<file path="src/rtl/keypad_scan_pkg.sv">
// Shared key codes, FSM encoding and the row/column-to-code map for the keypad scanner.
package keypad_scan_pkg;

  localparam logic [4:0] KEY_NONE   = 5'h1F;
  localparam logic [4:0] KEY_RESET  = 5'h1E;
  localparam logic [4:0] KEY_START  = 5'h1C;
  localparam logic [4:0] KEY_TIMING = 5'h18;

  typedef enum logic [1:0] {
    IDLE         = 2'd0,
    PRESS_WAIT   = 2'd1,
    HELD         = 2'd2,
    RELEASE_WAIT = 2'd3
  } state_t;

  typedef struct packed {
    logic       mapped;
    logic [4:0] code;
  } key_ent_t;

  // index = row*4 + col; '*', '#' and 'D' are unmapped so they never count as a press
  function automatic key_ent_t key_map(input logic [3:0] index);
    key_ent_t e;
    e.mapped = 1'b1;
    e.code   = KEY_NONE;
    case (index)
      4'd0:    e.code = 5'h01;
      4'd1:    e.code = 5'h02;
      4'd2:    e.code = 5'h03;
      4'd3:    e.code = KEY_RESET;
      4'd4:    e.code = 5'h04;
      4'd5:    e.code = 5'h05;
      4'd6:    e.code = 5'h06;
      4'd7:    e.code = KEY_START;
      4'd8:    e.code = 5'h07;
      4'd9:    e.code = 5'h08;
      4'd10:   e.code = 5'h09;
      4'd11:   e.code = KEY_TIMING;
      4'd13:   e.code = 5'h00;
      default: e.mapped = 1'b0;
    endcase
    return e;
  endfunction

  function automatic logic mapped_of(input logic [3:0] index);
    key_ent_t e;
    e = key_map(index);
    return e.mapped;
  endfunction

  function automatic logic [4:0] code_of(input logic [3:0] index);
    key_ent_t e;
    e = key_map(index);
    return e.code;
  endfunction

endpackage

</file>
<file path="src/rtl/keypad_scan_if.sv">
// Pin-side and entry-stage signals of the keypad scanner; master = scanner, slave = board/consumer.
interface keypad_scan_if;
  logic [3:0] col_n;
  logic [3:0] row_n;
  logic [4:0] key_code;
  logic       key_valid;
  logic       beep;

  modport master (input col_n, output row_n, output key_code, output key_valid, output beep);
  modport slave  (output col_n, input row_n, input key_code, input key_valid, input beep);
endinterface

</file>
<file path="src/rtl/keypad_sync.sv">
// Two-flop synchroniser for the asynchronous active-low keypad columns.
module keypad_sync (
  input  logic       clk,
  input  logic       rst,
  input  logic [3:0] d,
  output logic [3:0] q
);

  logic [3:0] meta;

  // Idle columns are pulled high, so reset to "no column active"
  always_ff @(posedge clk) begin
    if (rst) begin
      meta <= 4'hF;
      q    <= 4'hF;
    end else begin
      meta <= d;
      q    <= meta;
    end
  end

endmodule

</file>
<file path="src/rtl/keypad_scan.sv">
// 4x4 keypad scanner with scan-level debounce; key_code is a level, key_valid pulses on acceptance.
// Optional buzzer pulse after each accepted key when KEY_BEEP_EN is defined.
module keypad_scan
  import keypad_scan_pkg::*;
#(
  parameter int SCAN_DIV  = 50000,
  parameter int DEB_SCANS = 5,
  parameter int BEEP_CYC  = 5000000
) (
  input  logic          clk,
  input  logic          rst,
  keypad_scan_if.master kp
);

  localparam int DW = (SCAN_DIV > 1) ? $clog2(SCAN_DIV) : 1;
  localparam int CW = $clog2(DEB_SCANS + 1);
  localparam logic [DW-1:0] DIV_LAST = DW'(SCAN_DIV - 1);
  localparam logic [CW-1:0] DEB_LAST = CW'(DEB_SCANS);

  logic [3:0]    col_s;
  logic [DW-1:0] div_cnt;
  logic [1:0]    row;
  logic [15:0]   press;
  logic [15:0]   press_now;
  logic [15:0]   hit;
  logic [4:0]    n_hit;
  logic [3:0]    hit_idx;
  logic          slot_end;
  logic          scan_end;
  logic          one_key;
  logic          cand_hit;
  logic          only_cand;

  state_t        state, state_nxt;
  logic [CW-1:0] cnt, cnt_nxt, cnt_inc;
  logic [3:0]    cand, cand_nxt;
  logic          accept;
  logic          release_done;
  logic [4:0]    accept_code;
  logic [4:0]    key_code_q;
  logic          key_valid_q;

  keypad_sync u_sync (
    .clk (clk),
    .rst (rst),
    .d   (kp.col_n),
    .q   (col_s)
  );

  assign slot_end = (div_cnt == DIV_LAST);
  assign scan_end = slot_end && (row == 2'd3);

  always_ff @(posedge clk) begin
    if (rst) begin
      div_cnt <= '0;
      row     <= 2'd0;
      press   <= '0;
    end else if (slot_end) begin
      div_cnt                 <= '0;
      row                     <= row + 2'd1;
      press[{row, 2'b00} +: 4] <= ~col_s;
    end else begin
      div_cnt <= div_cnt + 1'b1;
    end
  end

  assign kp.row_n = ~(4'b0001 << row);

  // At scan end row 3 is being captured this very edge, so classify with the live columns for it
  always_comb begin
    press_now        = press;
    press_now[15:12] = ~col_s;
    hit              = '0;
    n_hit            = '0;
    hit_idx          = '0;
    for (int i = 0; i < 16; i++) begin
      hit[i] = press_now[i] & mapped_of(4'(i));
      n_hit  = n_hit + {4'b0000, hit[i]};
      if (hit[i]) hit_idx = 4'(i);
    end
  end

  assign one_key   = (n_hit == 5'd1);
  assign cand_hit  = hit[cand];
  assign only_cand = one_key && cand_hit;
  assign cnt_inc   = cnt + 1'b1;

  always_ff @(posedge clk) begin
    if (rst) begin
      state <= IDLE;
      cnt   <= '0;
      cand  <= '0;
    end else begin
      state <= state_nxt;
      cnt   <= cnt_nxt;
      cand  <= cand_nxt;
    end
  end

  always_comb begin
    state_nxt = state;
    cnt_nxt   = cnt;
    cand_nxt  = cand;
    if (scan_end) begin
      case (state)
        IDLE: begin
          if (one_key) begin
            cand_nxt = hit_idx;
            if (DEB_SCANS == 1) begin
              state_nxt = HELD;
              cnt_nxt   = '0;
            end else begin
              state_nxt = PRESS_WAIT;
              cnt_nxt   = CW'(1);
            end
          end
        end
        PRESS_WAIT: begin
          if (!only_cand) begin
            state_nxt = IDLE;
            cnt_nxt   = '0;
          end else if (cnt_inc == DEB_LAST) begin
            state_nxt = HELD;
            cnt_nxt   = '0;
          end else begin
            cnt_nxt = cnt_inc;
          end
        end
        HELD: begin
          // Extra keys alongside the held one do not disturb it
          if (!cand_hit) begin
            if (DEB_SCANS == 1) begin
              state_nxt = IDLE;
              cnt_nxt   = '0;
            end else begin
              state_nxt = RELEASE_WAIT;
              cnt_nxt   = CW'(1);
            end
          end
        end
        RELEASE_WAIT: begin
          if (cand_hit) begin
            state_nxt = HELD;
            cnt_nxt   = '0;
          end else if (cnt_inc == DEB_LAST) begin
            state_nxt = IDLE;
            cnt_nxt   = '0;
          end else begin
            cnt_nxt = cnt_inc;
          end
        end
        default: begin
          state_nxt = IDLE;
          cnt_nxt   = '0;
        end
      endcase
    end
  end

  always_comb begin
    accept       = scan_end && (state_nxt == HELD) &&
                   ((state == IDLE) || (state == PRESS_WAIT));
    release_done = scan_end && (state_nxt == IDLE) &&
                   ((state == HELD) || (state == RELEASE_WAIT));
    accept_code  = code_of(cand_nxt);
  end

  always_ff @(posedge clk) begin
    if (rst) begin
      key_code_q  <= KEY_NONE;
      key_valid_q <= 1'b0;
    end else begin
      key_valid_q <= accept;
      if (accept) begin
        key_code_q <= accept_code;
      end else if (release_done) begin
        key_code_q <= KEY_NONE;
      end
    end
  end

  assign kp.key_code  = key_code_q;
  assign kp.key_valid = key_valid_q;

`ifdef KEY_BEEP_EN
  localparam int BW = $clog2(BEEP_CYC + 1);

  logic [BW-1:0] beep_cnt;

  always_ff @(posedge clk) begin
    if (rst) begin
      beep_cnt <= '0;
    end else if (key_valid_q) begin
      beep_cnt <= BW'(BEEP_CYC);
    end else if (beep_cnt != '0) begin
      beep_cnt <= beep_cnt - 1'b1;
    end
  end

  assign kp.beep = (beep_cnt != '0);
`else
  // BEEP_CYC has no effect without the buzzer
  logic unused_beep_cyc;
  assign unused_beep_cyc = ^BEEP_CYC;
  assign kp.beep         = 1'b0;
`endif

endmodule

</file>
<file path="src/flat_wrapper.sv">
// flat-port wrapper written by rule: the top's interface ports become plain ports
module keypad_scan_flat import keypad_scan_pkg::*;
#(
  parameter int SCAN_DIV  = 50000,
  parameter int DEB_SCANS = 5,
  parameter int BEEP_CYC  = 5000000
)
  (clk, rst, kp_col_n, kp_row_n, kp_key_code, kp_key_valid, kp_beep);
  keypad_scan_if kp_i ();
  input  logic clk;
  input  logic rst;
  input wire logic [$bits(kp_i.col_n)-1:0] kp_col_n;
  output wire logic [$bits(kp_i.row_n)-1:0] kp_row_n;
  output wire logic [$bits(kp_i.key_code)-1:0] kp_key_code;
  output wire logic [$bits(kp_i.key_valid)-1:0] kp_key_valid;
  output wire logic [$bits(kp_i.beep)-1:0] kp_beep;
  assign kp_i.col_n = kp_col_n;
  assign kp_row_n = kp_i.row_n;
  assign kp_key_code = kp_i.key_code;
  assign kp_key_valid = kp_i.key_valid;
  assign kp_beep = kp_i.beep;
  keypad_scan #(.SCAN_DIV(SCAN_DIV), .DEB_SCANS(DEB_SCANS), .BEEP_CYC(BEEP_CYC)) u_core (.clk(clk), .rst(rst), .kp(kp_i));
endmodule
</file>
<file path="config.mk">
export PLATFORM = sky130hd
export DESIGN_NAME = keypad_scan_flat
export DESIGN_NICKNAME = d
export VERILOG_FILES = /design/src/rtl/keypad_scan_pkg.sv /design/src/rtl/keypad_scan_if.sv /design/src/rtl/keypad_sync.sv /design/src/rtl/keypad_scan.sv /design/src/flat_wrapper.sv
export SDC_FILE = /design/constraint.sdc
export NUM_CORES = 1
export LEC_CHECK = 0
export CAP_MARGIN = 25
export CORE_MARGIN = 8
export CORE_UTILIZATION = 30
export DETAILED_ROUTE_END_ITERATION = 8
export PLACE_DENSITY_LB_ADDON = 0.25
export SLEW_MARGIN = 20
export SYNTH_ARGS = -nofsm -noshare
export SYNTH_HDL_FRONTEND = slang
export SYNTH_SLANG_ARGS = --single-unit
</file>
<file path="constraint.sdc">
create_clock -name clk -period 9.55 [get_ports clk]
set_input_delay 2.3875 -clock clk [delete_from_list [all_inputs] [get_ports clk]]
set_output_delay 2.3875 -clock clk [all_outputs]
set_load 0.005 [all_outputs]
</file>
==> results.py, run 1 <==
metrics = {
    "clock_tree": {
        "postCtsSetupRepairBufs": 0,
        "htree_levels": 2,
        "hold_buffers": 0,
        "clock_tree.buffer_depth": 2,
        "clk_latency_ns": 0.32,
        "clock-root-buffer": "clkbuf_8",
        "numCtsBuffers": 5,
        "cts-resized-gates": 0,
        "cts.sinks": 53,
        "cts_tree": "done",
        "clkTransAtPathRegs_ns": 0.11,
    },
    "logic_synthesis": {
        "ys_ff_latch": 53,
        "synth_top_flop_cell": "dfxtp_1",
        "synth_fp_nets": 366,
        "synth.yosys.seq_area_share": 0.362,
        "ys_async_sr_fraction": 0,
        "synth.most_common_cell": "dfxtp_1",
        "syn_inst": 338,
        "avgSynthCellArea_um2": 8.67,
        "ys_types": 57,
        "synth_top_area_frac": 0.362,
        "yosys_warnings": 0,
        "synth_edf_count": 0,
        "synthTopCellsByCount": "dfxtp_1, nor2_1, inv_1",
        "syn_area_um2": 2930,
        "synth_area_leaders": "dfxtp_1, nor2_1, ha_1, fa_1, a21oi_1",
        "synth_top_area_cell": "dfxtp_1",
    },
    "grt": {
        "grt_pass1_wl_um": 10700,
        "grt_pass1_vias": 2211,
        "grt-ovfl-total": 0,
        "track_usage": 0.0983,
        "antenna_found_initial": 0,
        "grt_max_degree": 38,
    },
    "floorplan": {
        "dieArea_um2": 13200,
        "rows": 36,
        "core_area_um2": 9640,
        "start_util": 0.304,
        "io_pins": 17,
        "dieWidth_um": 115,
        "die_y_um": 115,
    },
    "timing": {
        "setup_slack_ns": 3.86,
        "tns_ns": 0,
        "skew_ns": 0.0108,
        "worst_pin_slew_ns": 0.672,
        "post-route-period-util": 0.596,
        "slew_headroom": 0.550,
        "rsz0062_at_grt": "false",
        "max_freq_mhz": 176,
        "maxSlewViolCount": 0,
        "setup_violations": 0,
        "whs_ns": 0.422,
        "min_period_ns": 5.69,
        "hold_viol": 0,
    },
    "critical_path": {
        "crit_path_max_fanout": 11,
        "criticalPathCategory": "reg2reg",
        "critPathLaunchType": "flip-flop",
        "cp-end-kind": "flip-flop",
        "crit_arrival_ns": 5.93,
        "worstPathRequired_ns": 9.79,
    },
    "routing": {
        "wirelength_um": 6060,
        "drt_first_pass_iters": 5,
        "via_per_inst": 4.79,
        "vias": 2289,
        "drc": 0,
        "drt.antenna.violating_nets": 0,
        "drt_iter0_drc": 216,
        "wl_per_cell_um": 12.7,
    },
    "final_layout": {
        "area_delta_synth_final_pct": 11.4,
        "final_cell_area_um2": 3260,
        "nNetsFinal": 372,
        "diodes": 0,
        "final_core_util": 0.339,
        "drive_gt1_frac": 0.0841,
    },
    "run_status": {
        "outcome": "finished, final reports clean",
    },
    "power": {
        "peakVddDrop_uv": 60.6,
        "leakage_nw": 1.24,
        "power_density_nw_per_um2": 116,
    },
    "job": {
        "maxCapViolCount": 0,
    },
    "placed_design": {
        "post-dp-hpwl_um": 4470,
        "dpl-instance-area_um2": 3170,
        "dp_slack_ns": 3.86,
        "gp_congestion": 0.805,
        "io_buffers": 15,
    },
    "hold_path": {
        "hp-class": "reg2reg",
    },
}
-- placed cells by master (no fill, tap or decap), drive strengths merged, types with 6 or more instances in the layout --
cell	n
nand3	8
dfxtp	53
fa	7
mux2i	8
nand2	18
o21ai	8
a21oi	20
or2	10
nor3	15
clkdlybuf4s50	15
ha	15
xor2	6
nor2	52
inv	25
xnor2	8
-- registers in the layout, indices dropped and copies added (netlist names) --
name and count:
u_core.kp.key_valid 1, u_core.div_cnt 16, u_core.press 12, u_core.u_sync.meta 4, u_core.u_sync.q 4, u_core.cnt 3, u_core.cand 4, u_core.kp.key_code 5
u_core.state 2, u_core.row 2
-- cell families after synthesis --
kind of cell | count (synthesis) | synth area share
DFF | 53 | 0.362
other | 1 | 0.00128
muxes | 12 | 0.0465
AOI/OAI and AO/OA | 58 | 0.129
adders and majority gates | 22 | 0.112
xor gates and xnor gates | 14 | 0.0418
and+or+nand+nor | 139 | 0.250
buffers and inverters | 39 | 0.0576
-- cell type report --
cell class                      instances  area [um2]
Inverter                               22        82.6
Tap cell                              133         166
Clock buffer                            5        68.8
Clock inverter                          3        26.3
Timing Repair Buffer                   16         158
Multi-Input combinational cell        246        1700
Fill cell                            1050        6380
Sequential cell                        53        1060
-- metrics by stage --
stage / power [mW] / instances
after floorplan: 0.238 / 338
after global placement: 0.242 / 470
after detailed placement: 0.243 / 470
after CTS: 0.383 / 478
after global routing: 0.392 / 478
final: 0.378 / 478
-- final timing paths --
| path | startpoint | endpoint | slack, ns | depth (start not counted) |
|---|---|---|---|---|
| worst max-delay path | u_core.u_sync.q[1] | u_core.kp.key_code[2] | 3.86 | 15 |
| worst min-delay path | u_core.u_sync.meta[0] | u_core.u_sync.q[0] | 0.42 | 1 |
| worst max register to register | u_core.u_sync.q[1] | u_core.kp.key_code[2] | 3.86 | 15 |
| worst min register to register | u_core.u_sync.meta[0] | u_core.u_sync.q[0] | 0.42 | 1 |
-- critical path, cell delays in order (launching register included) --
cell and delay, ns:
dfxtp_1 0.56, inv_1 0.11, fa_1 0.50, fa_1 0.52
inv_1 0.05, fa_1 0.45, fa_1 0.49, inv_1 0.04
ha_1 0.19, fa_1 0.43, or4b_1 0.57, nor3_4 0.26
nor3b_2 0.63, mux2i_1 0.46, o21ai_0 0.15, a41oi_1 0.20
-- layer usage --
layer,track usage,vias up,routed length (um)
met5,0,-,0
met4,0.0236,0,45
met3,0.0189,4,260
met2,0.151,42,2660
met1,0.138,1073,3090
li1,-,1170,-
-- power breakdown --
group	switching, mW	internal, mW	total, mW
Combinational	0.00653	0.00537	0.0119
Sequential	0.00186	0.224	0.225
Clock	0.0861	0.0548	0.141
Note: power is estimated with default switching activity, not from simulation.
==> run 2: changes to the inputs <==
- clock period: 9.55 -> 5.8 ns (I/O delays scaled with it)
==> results.py, run 2 (same netlist as run 1, synthesis figures left out) <==
metrics = {
    "floorplan": {
        "io_pins": 17,
        "die_y_um": 115,
        "core_area_um2": 9640,
        "dieArea_um2": 13200,
        "dieWidth_um": 115,
        "start_util": 0.304,
        "rows": 36,
    },
    "final_layout": {
        "diodes": 0,
        "layout_common_cells": "dfxtp_1, nor2_1, inv_1",
        "nNetsFinal": 374,
        "layout_commonest_cell": "dfxtp_1",
        "largest-register": "u_core.div_cnt",
        "drive_gt1_frac": 0.0893,
        "largest_reg_flops": 16,
        "area_delta_synth_final_pct": 12.0,
    },
    "routing": {
        "drc": 0,
        "wl_per_cell_um": 12.5,
        "wirelength_um": 6000,
        "drt_first_pass_iters": 6,
        "vias": 2279,
        "drt.antenna.violating_nets": 0,
        "via_per_inst": 4.75,
        "drt_iter0_drc": 92,
    },
    "grt": {
        "grt_max_degree": 27,
        "grt-ovfl-total": 0,
        "antenna_found_initial": 0,
        "grt_pass1_wl_um": 10300,
        "track_usage": 0.0958,
        "grt_pass1_vias": 2066,
    },
    "timing": {
        "post-route-period-util": 0.921,
        "max_freq_mhz": 187,
        "hold_viol": 0,
        "min_period_ns": 5.34,
        "skew_ns": 0.0147,
        "maxSlewViolCount": 0,
        "rsz0062_at_grt": "false",
        "setup_violations": 0,
        "tns_ns": 0,
        "setup_slack_ns": 0.458,
    },
    "critical_path": {
        "crit_arrival_ns": 5.59,
        "startpoint": "u_core.press[1]",
        "worstPathRequired_ns": 6.05,
        "cp-end-kind": "flip-flop",
        "criticalPathCategory": "reg2reg",
        "critPathLaunchType": "flip-flop",
        "crit_path_max_fanout": 11,
        "reg2reg_from": "u_core.press[1]",
        "rr_worst_depth": 16,
    },
    "placed_design": {
        "post-dp-hpwl_um": 4520,
        "dp_slack_ns": 0.486,
        "io_buffers": 15,
        "gp_congestion": 0.845,
    },
    "clock_tree": {
        "postCtsSetupRepairBufs": 0,
        "cts_tree": "done",
        "clkTransAtPathRegs_ns": 0.12,
        "numCtsBuffers": 5,
        "clk_latency_ns": 0.32,
        "htree_levels": 2,
        "hold_buffers": 0,
        "clock-root-buffer": "clkbuf_8",
        "clock_tree.buffer_depth": 2,
        "cts.sinks": 53,
        "cts-resized-gates": 0,
    },
    "power": {
        "peakVddDrop_uv": 105,
        "leakage_nw": 1.25,
        "power_density_nw_per_um2": 190,
    },
    "job": {
        "maxCapViolCount": 0,
    },
    "run_status": {
        "outcome": "finished, final reports clean",
    },
    "hold_path": {
        "min_from": "u_core.u_sync.meta[1]",
        "hp-class": "reg2reg",
        "holdPathStages": 1,
    },
}
==> run 2: cell types whose count changed in the layout (fill, tap and decap cells not counted), sizes merged <==
cell    delta
buf        +2
clkinv     +1
inv        -1
==> run 2: per-stage QoR <==
step                      utilization  area [um2]  hold slack, ns  instances  power [mW]
after floorplan                     -        2930           0.389        338       0.392
after global placement          0.330        3180           0.394        472       0.399
after detailed placement        0.330        3180           0.392        472       0.399
after CTS                       0.340        3280           0.418        480       0.631
after global routing            0.340        3280           0.439        480       0.650
final                           0.340        3280           0.419        480       0.624
==> run 2: layout make-up <==
type,count,area [um2]
Timing Repair Buffer,18,173
Clock buffer,5,68.8
Fill cell,1032,6360
Sequential cell,53,1060
Inverter,22,82.6
Tap cell,133,166
Multi-Input combinational cell,246,1700
Clock inverter,3,28.8
==> run 2: final timing paths <==
check                          endpoint  slack [ns]
setup reg to reg  u_core.kp.key_code[2]        0.46
hold / removal       u_core.u_sync.q[1]        0.42
hold reg to reg      u_core.u_sync.q[1]        0.42
setup / recovery  u_core.kp.key_code[2]        0.46
==> run 2: metal layers <==
layer	up-vias	track usage	wire, um
li1	1176	-	-
met1	1051	0.137	3040
met2	47	0.137	2580
met3	5	0.0263	315
met4	0	0.0263	62
met5	-	0	0
==> run 2: critical path, stage by stage (launching register included) <==
cell     delay (ns)
dfxtp_1        0.40
ha_1           0.26
fa_1           0.46
fa_1           0.51
inv_1          0.05
fa_1           0.44
fa_1           0.49
inv_1          0.04
ha_1           0.20
fa_1           0.42
or4b_1         0.57
nor3_4         0.24
nor3b_2        0.22
buf_4          0.19
mux2i_1        0.40
o21ai_0        0.16
a41oi_1        0.21
==> run 2: power by group <==
part | switching (mW) | internal (mW)
Sequential | 0.00227 | 0.368
Clock | 0.143 | 0.0908
Combinational | 0.0111 | 0.00910
Total | 0.156 | 0.468
==> run 3: changes to the inputs <==
- CORE_ASPECT_RATIO: not set -> 0.5
- DONT_BUFFER_PORTS: not set -> 1
- HOLD_SLACK_MARGIN: not set -> 0.12
==> results.py, run 3 (same netlist as run 1, synthesis figures left out) <==
metrics = {
    "clock_tree": {
        "htree_levels": 2,
        "clock-root-buffer": "clkbuf_16",
        "numCtsBuffers": 5,
        "clock_tree.buffer_depth": 2,
        "cts_tree": "done",
        "clk_latency_ns": 0.29,
        "hold_buffers": 0,
        "cts.sinks": 53,
        "clkTransAtPathRegs_ns": 0.07,
    },
    "critical_path": {
        "cpMaxStageDelayCell": "or4b_1",
        "crit_chain": "ha_1 -> fa_1 -> fa_1 -> inv_1 -> fa_1 -> fa_1 -> inv_1 -> ha_1 -> fa_1 -> or4b_1 -> nor3_4 -> nor3b_4 -> mux2i_1 -> o21ai_0 -> a41oi_1",
        "criticalPathCategory": "reg2reg",
        "critPathLaunchType": "flip-flop",
        "cpPeakStageDelay_ns": 0.61,
        "worstPathRequired_ns": 6.00,
        "cp_num_buf_inv": 2,
        "path_common_cell": "fa_1",
        "crit_path_max_fanout": 8,
        "cp-end-kind": "flip-flop",
        "crit_arrival_ns": 5.70,
        "cp_top_family": "adder cells",
    },
    "routing": {
        "drt_iter0_drc": 156,
        "drt_first_pass_iters": 4,
        "wl_per_cell_um": 13.1,
        "vias": 2224,
        "via_per_inst": 4.77,
        "drc": 0,
        "wirelength_um": 6110,
        "drt.antenna.violating_nets": 0,
    },
    "final_layout": {
        "largest_reg_flops": 16,
        "layout_commonest_cell": "dfxtp_1",
        "largest-register": "u_core.div_cnt",
        "nNetsFinal": 358,
        "drive_gt1_frac": 0.0906,
        "final_core_util": 0.336,
        "layout_common_cells": "dfxtp_1, nor2_1, inv_1",
        "diodes": 0,
        "fillers": 979,
        "final_cells": 466,
        "area_delta_synth_final_pct": 8.58,
    },
    "grt": {
        "antenna_found_initial": 0,
        "track_usage": 0.0967,
        "grt_pass1_vias": 2256,
        "grt_pass1_wl_um": 10700,
        "grt-ovfl-total": 0,
        "grt_max_degree": 38,
    },
    "floorplan": {
        "die_y_um": 85.9,
        "start_util": 0.309,
        "dieArea_um2": 13400,
        "core_area_um2": 9480,
        "dieWidth_um": 156,
        "rows": 25,
        "io_pins": 17,
    },
    "timing": {
        "skew_ns": 0.00356,
        "hold_viol": 0,
        "max_freq_mhz": 182,
        "post-route-period-util": 0.947,
        "min_period_ns": 5.49,
        "rsz0062_at_grt": "false",
        "tns_ns": 0,
        "maxSlewViolCount": 0,
        "setup_violations": 0,
    },
    "run_status": {
        "outcome": "finished, final reports clean",
    },
    "power": {
        "peakVddDrop_uv": 101,
        "power_density_nw_per_um2": 212,
        "leakage_nw": 1.20,
    },
    "job": {
        "maxCapViolCount": 0,
    },
    "placed_design": {
        "post-dp-hpwl_um": 4630,
        "io_buffers": 0,
        "dp.cells": 458,
        "gp_congestion": 0.803,
    },
    "hold_path": {
        "hp-class": "reg2reg",
    },
}
run 3: metal layers:
layer	vias up	track usage	routed length, um
met5	-	0	0
met2	25	0.160	2820
met3	5	0.0186	136
li1	1143	-	-
met1	1051	0.121	3080
met4	0	0.0411	73
run 3: worst register-to-register path, stage by stage (launching register included):
cell and delay, ns:
dfxtp_1 0.33, ha_1 0.31, fa_1 0.46, fa_1 0.51, inv_1 0.05, fa_1 0.45, fa_1 0.50, inv_1 0.04
ha_1 0.20, fa_1 0.43, or4b_1 0.61, nor3_4 0.27, nor3b_4 0.39, mux2i_1 0.48, o21ai_0 0.17, a41oi_1 0.22
run 3: area by class of cell:
cell class                      count  area (um2)  share of cell area
Timing Repair Buffer                2        15.0             0.00472
Multi-Input combinational cell    246        1710               0.536
Inverter                           22        82.6              0.0260
Clock buffer                        5         125              0.0393
Sequential cell                    53        1060               0.333
Tap cell                          135         169              0.0531
Clock inverter                      3        22.5             0.00708
run 3: metrics by stage:
stage / total power, mW / worst slack, ns / area [um2] / hold slack, ns
after global placement: 0.392 / 0.351 / 3030 / 0.395
final: 0.675 / 0.306 / 3180 / 0.415
after global routing: 0.706 / 0.00792 / 3180 / 0.424
after floorplan: 0.392 / 0.657 / 2930 / 0.389
after detailed placement: 0.393 / 0.209 / 3030 / 0.398
after CTS: 0.688 / 0.183 / 3180 / 0.417
run 3: final timing paths:
check,start,to,cells after the start,slack [ns]
min,u_core.u_sync.meta[3],u_core.u_sync.q[3],1,0.41
max reg2reg,u_core.press[0],u_core.kp.key_code[2],15,0.31
max,u_core.press[0],u_core.kp.key_code[2],15,0.31
min reg2reg,u_core.u_sync.meta[3],u_core.u_sync.q[3],1,0.41
run 3: what timing repair did:
item,CTS,global route
gates resized for setup,0,1
endpoints found under the setup margin,0,3
buffers inserted,0,0
run 3: power breakdown:
group	switching (mW)	internal [mW]	total, mW
registers	0.00240	0.368	0.370
clock network	0.130	0.161	0.291
logic	0.00751	0.00613	0.0136
total	0.140	0.535	0.675
==> edit (flow settings as in run 2) <==
`DEB_SCANS` is set to 5 in 2 places; all go to 4.
--- a/src/rtl/keypad_scan.sv
+++ b/src/rtl/keypad_scan.sv
@@ -4,7 +4,7 @@
   import keypad_scan_pkg::*;
 #(
   parameter int SCAN_DIV  = 50000,
-  parameter int DEB_SCANS = 5,
+  parameter int DEB_SCANS = 4,
   parameter int BEEP_CYC  = 5000000
 ) (
   input  logic          clk,
--- a/src/flat_wrapper.sv
+++ b/src/flat_wrapper.sv
@@ -2,7 +2,7 @@
 module keypad_scan_flat import keypad_scan_pkg::*;
 #(
   parameter int SCAN_DIV  = 50000,
-  parameter int DEB_SCANS = 5,
+  parameter int DEB_SCANS = 4,
   parameter int BEEP_CYC  = 5000000
 )
   (clk, rst, kp_col_n, kp_row_n, kp_key_code, kp_key_valid, kp_beep);
Formal check against the unedited RTL: same outputs for any inputs over 10 cycles, from zero or initial values and one cycle with rst high; that may be too few to reach the edited logic, so the function may still have changed.
==> edit against run 2 <==
  * Sequential cell count is the same
  * Largest cell class unchanged
  * Worst setup slack lost 0.20 ns
  * Synthesized cell count shrank 1.8%
  * First-iteration DRC count grew 84%
  * Maximum frequency shrank 3.6%
  * Global-route usage shrank 0.073 points
  * Routed wire length shrank 1.6%
  * Area after synthesis shrank 0.13%
  * Power grew 3.3%
  * Count of clock-buffer cells in the layout is the same
  * Design area grew 1.4%
==> edit: results (changes against run 2) <==
* Status: finished clean
* First-pass GRT wire length at 10.2 mm (-0.61%)
* Yosys warns at 0 (unchanged)
* Most flops, register: u_core.div_cnt
* Worst-Margin Slew at 0.599 ns
* Post-synthesis sequential area ratio at 0.363 (+0.000464)
* Clock transition at path regs at 0.09 ns (-0.03 ns)
* Vias in the first global route at 2222 (+7.6%)
* Delay-heaviest family, CP: adder cells
* Clock buffer depth at 2 (unchanged)
* Largest cells by area after synthesis: dfxtp_1, nor2_1, ha_1, fa_1, a21oi_1
* Final Non-Filler Cells at 480 (unchanged)
* Root Buffer: clkbuf_8
* Final wirelength at 5.90 mm (-1.6%)
* Setup Skew at 0.00851 ns (-0.00623 ns)
* Post-synth top cells: dfxtp_1, nor2_1, inv_1, a21oi_1, nor3_1
* Max-slew violations at 0 (unchanged)
* GRT Total Usage at 0.0950 (-0.000731)
* Hold Crit Class: reg2reg
* Ys async rst share at 0 (unchanged)
* Leakage at 1.30 nW (+4.0%)
* Critical-path top delay cell: or4b_4
* Maximum VDD drop at 0.112 mV (+7.0%)
* Fillers at 1038 (+0.58%)
* Cells after synthesis at 332 (-1.8%)
* H-tree depth at 2 (unchanged)
* Detailed Route Iter0 Violations at 169 (+84%)
* Largest register FFs at 16 (unchanged)
* Final #Nets at 375 (+0.27%)
* CP max FO at 8 (-3)
* N_diodes at 0 (unchanged)
* Slowest stage delay, CP at 0.55 ns (-0.02 ns)
* Post-DP HPWL at 4.35 mm (-3.8%)
* Worst skew pair latency at 0.31 ns
* Gpl congestion at 0.851 (+0.73%)
* Vias per cell at 4.77 (+0.53%)
* Mapped Nets at 360 (-1.6%)
* CTS buffer count at 5 (unchanged)
* Port Buffer Count at 15 (unchanged)
* Share of post-route cells with drive strength above 1 at 0.101 (+0.0115)
* Primary FF master, synth: dfxtp_1
* Pre-Repair DR Iteration Count at 4 (-2)
* Initial antenna violation count at 0 (unchanged)
* Yosys cell types at 57 (unchanged)
* Largest net degree at the start of global routing at 37 (+37%)
* Inst Count DP at 473 (+0.21%)
* Arr. time, crit path at 5.75 ns (+0.16 ns)
==> edit: cell types whose count changed after synthesis, moves of 3 or more <==
cell      delta
or4_1        +3
nand2b_1     +3
nand2_1      -6
or2_2        +3
nand3_1      +4
clkbuf_1     -5
a31oi_1      -3
mux2_2       -3
==> edit: kinds of logic (layout without fill, tap and decap cells) <==
kind of cell / after synthesis / in the layout / synth area share
other: 1 / 1 / 0.00128
muxes: 10 / 10 / 0.0457
buffers and inverters: 34 / 49 / 0.0513
adders and majority gates: 22 / 22 / 0.112
DFF: 53 / 53 / 0.363
xor gates and xnor gates: 14 / 14 / 0.0419
AOI/OAI and AO/OA: 55 / 55 / 0.133
and+or+nand+nor: 143 / 143 / 0.252
==> edit: final cells by class <==
type,count,area (um2),share of cell area
Multi-Input combinational cell,245,1720,0.518
Sequential cell,53,1060,0.319
Timing Repair Buffer,20,184,0.0553
Tap cell,133,166,0.0500
Inverter,22,82.6,0.0248
Clock buffer,5,68.8,0.0207
Clock inverter,2,38.8,0.0117
==> edit: what timing repair did <==
action                     4_1_cts  5_1_grt
setup endpoints to repair        0        1
setup buffers                    0        0
gates resized for setup          0        1
==> edit: layer usage <==
layer | track usage | vias to the layer above | share of wire
li1 | - | 1182 | -
met1 | 0.112 | 1067 | 0.46
met2 | 0.169 | 36 | 0.49
met3 | 0.0205 | 6 | 0.038
met4 | 0.0289 | 0 | 0.012
met5 | 0 | - | 0
==> edit: per-stage QoR <==
step	worst slack, ns	util	area (um2)
floorplan	0.422	-	2930
global placement	0.368	0.333	3210
detailed placement	0.258	0.333	3210
CTS	0.233	0.344	3320
global route	0.00355	0.345	3330
finish	0.255	0.345	3330
==> edit: worst paths after layout <==
check / from / slack (ns) / endpoint / depth (start not counted)
setup / recovery: u_core.press[1]$_SDFFE_PP0P_ / 0.26 / u_core.kp.key_code[2]$_SDFFE_PP1P_ / 17
hold / removal: u_core.u_sync.meta[0]$_SDFF_PP1_ / 0.41 / u_core.u_sync.q[0]$_SDFF_PP1_ / 1
setup reg to reg: u_core.press[1]$_SDFFE_PP0P_ / 0.26 / u_core.kp.key_code[2]$_SDFFE_PP1P_ / 17
hold reg to reg: u_core.u_sync.meta[0]$_SDFF_PP1_ / 0.41 / u_core.u_sync.q[0]$_SDFF_PP1_ / 1
==> edit: power by group <==
part	internal (mW)	total, mW	switching [mW]
clock network	0.128	0.251	0.124
registers	0.368	0.371	0.00296
logic	0.0101	0.0222	0.0121
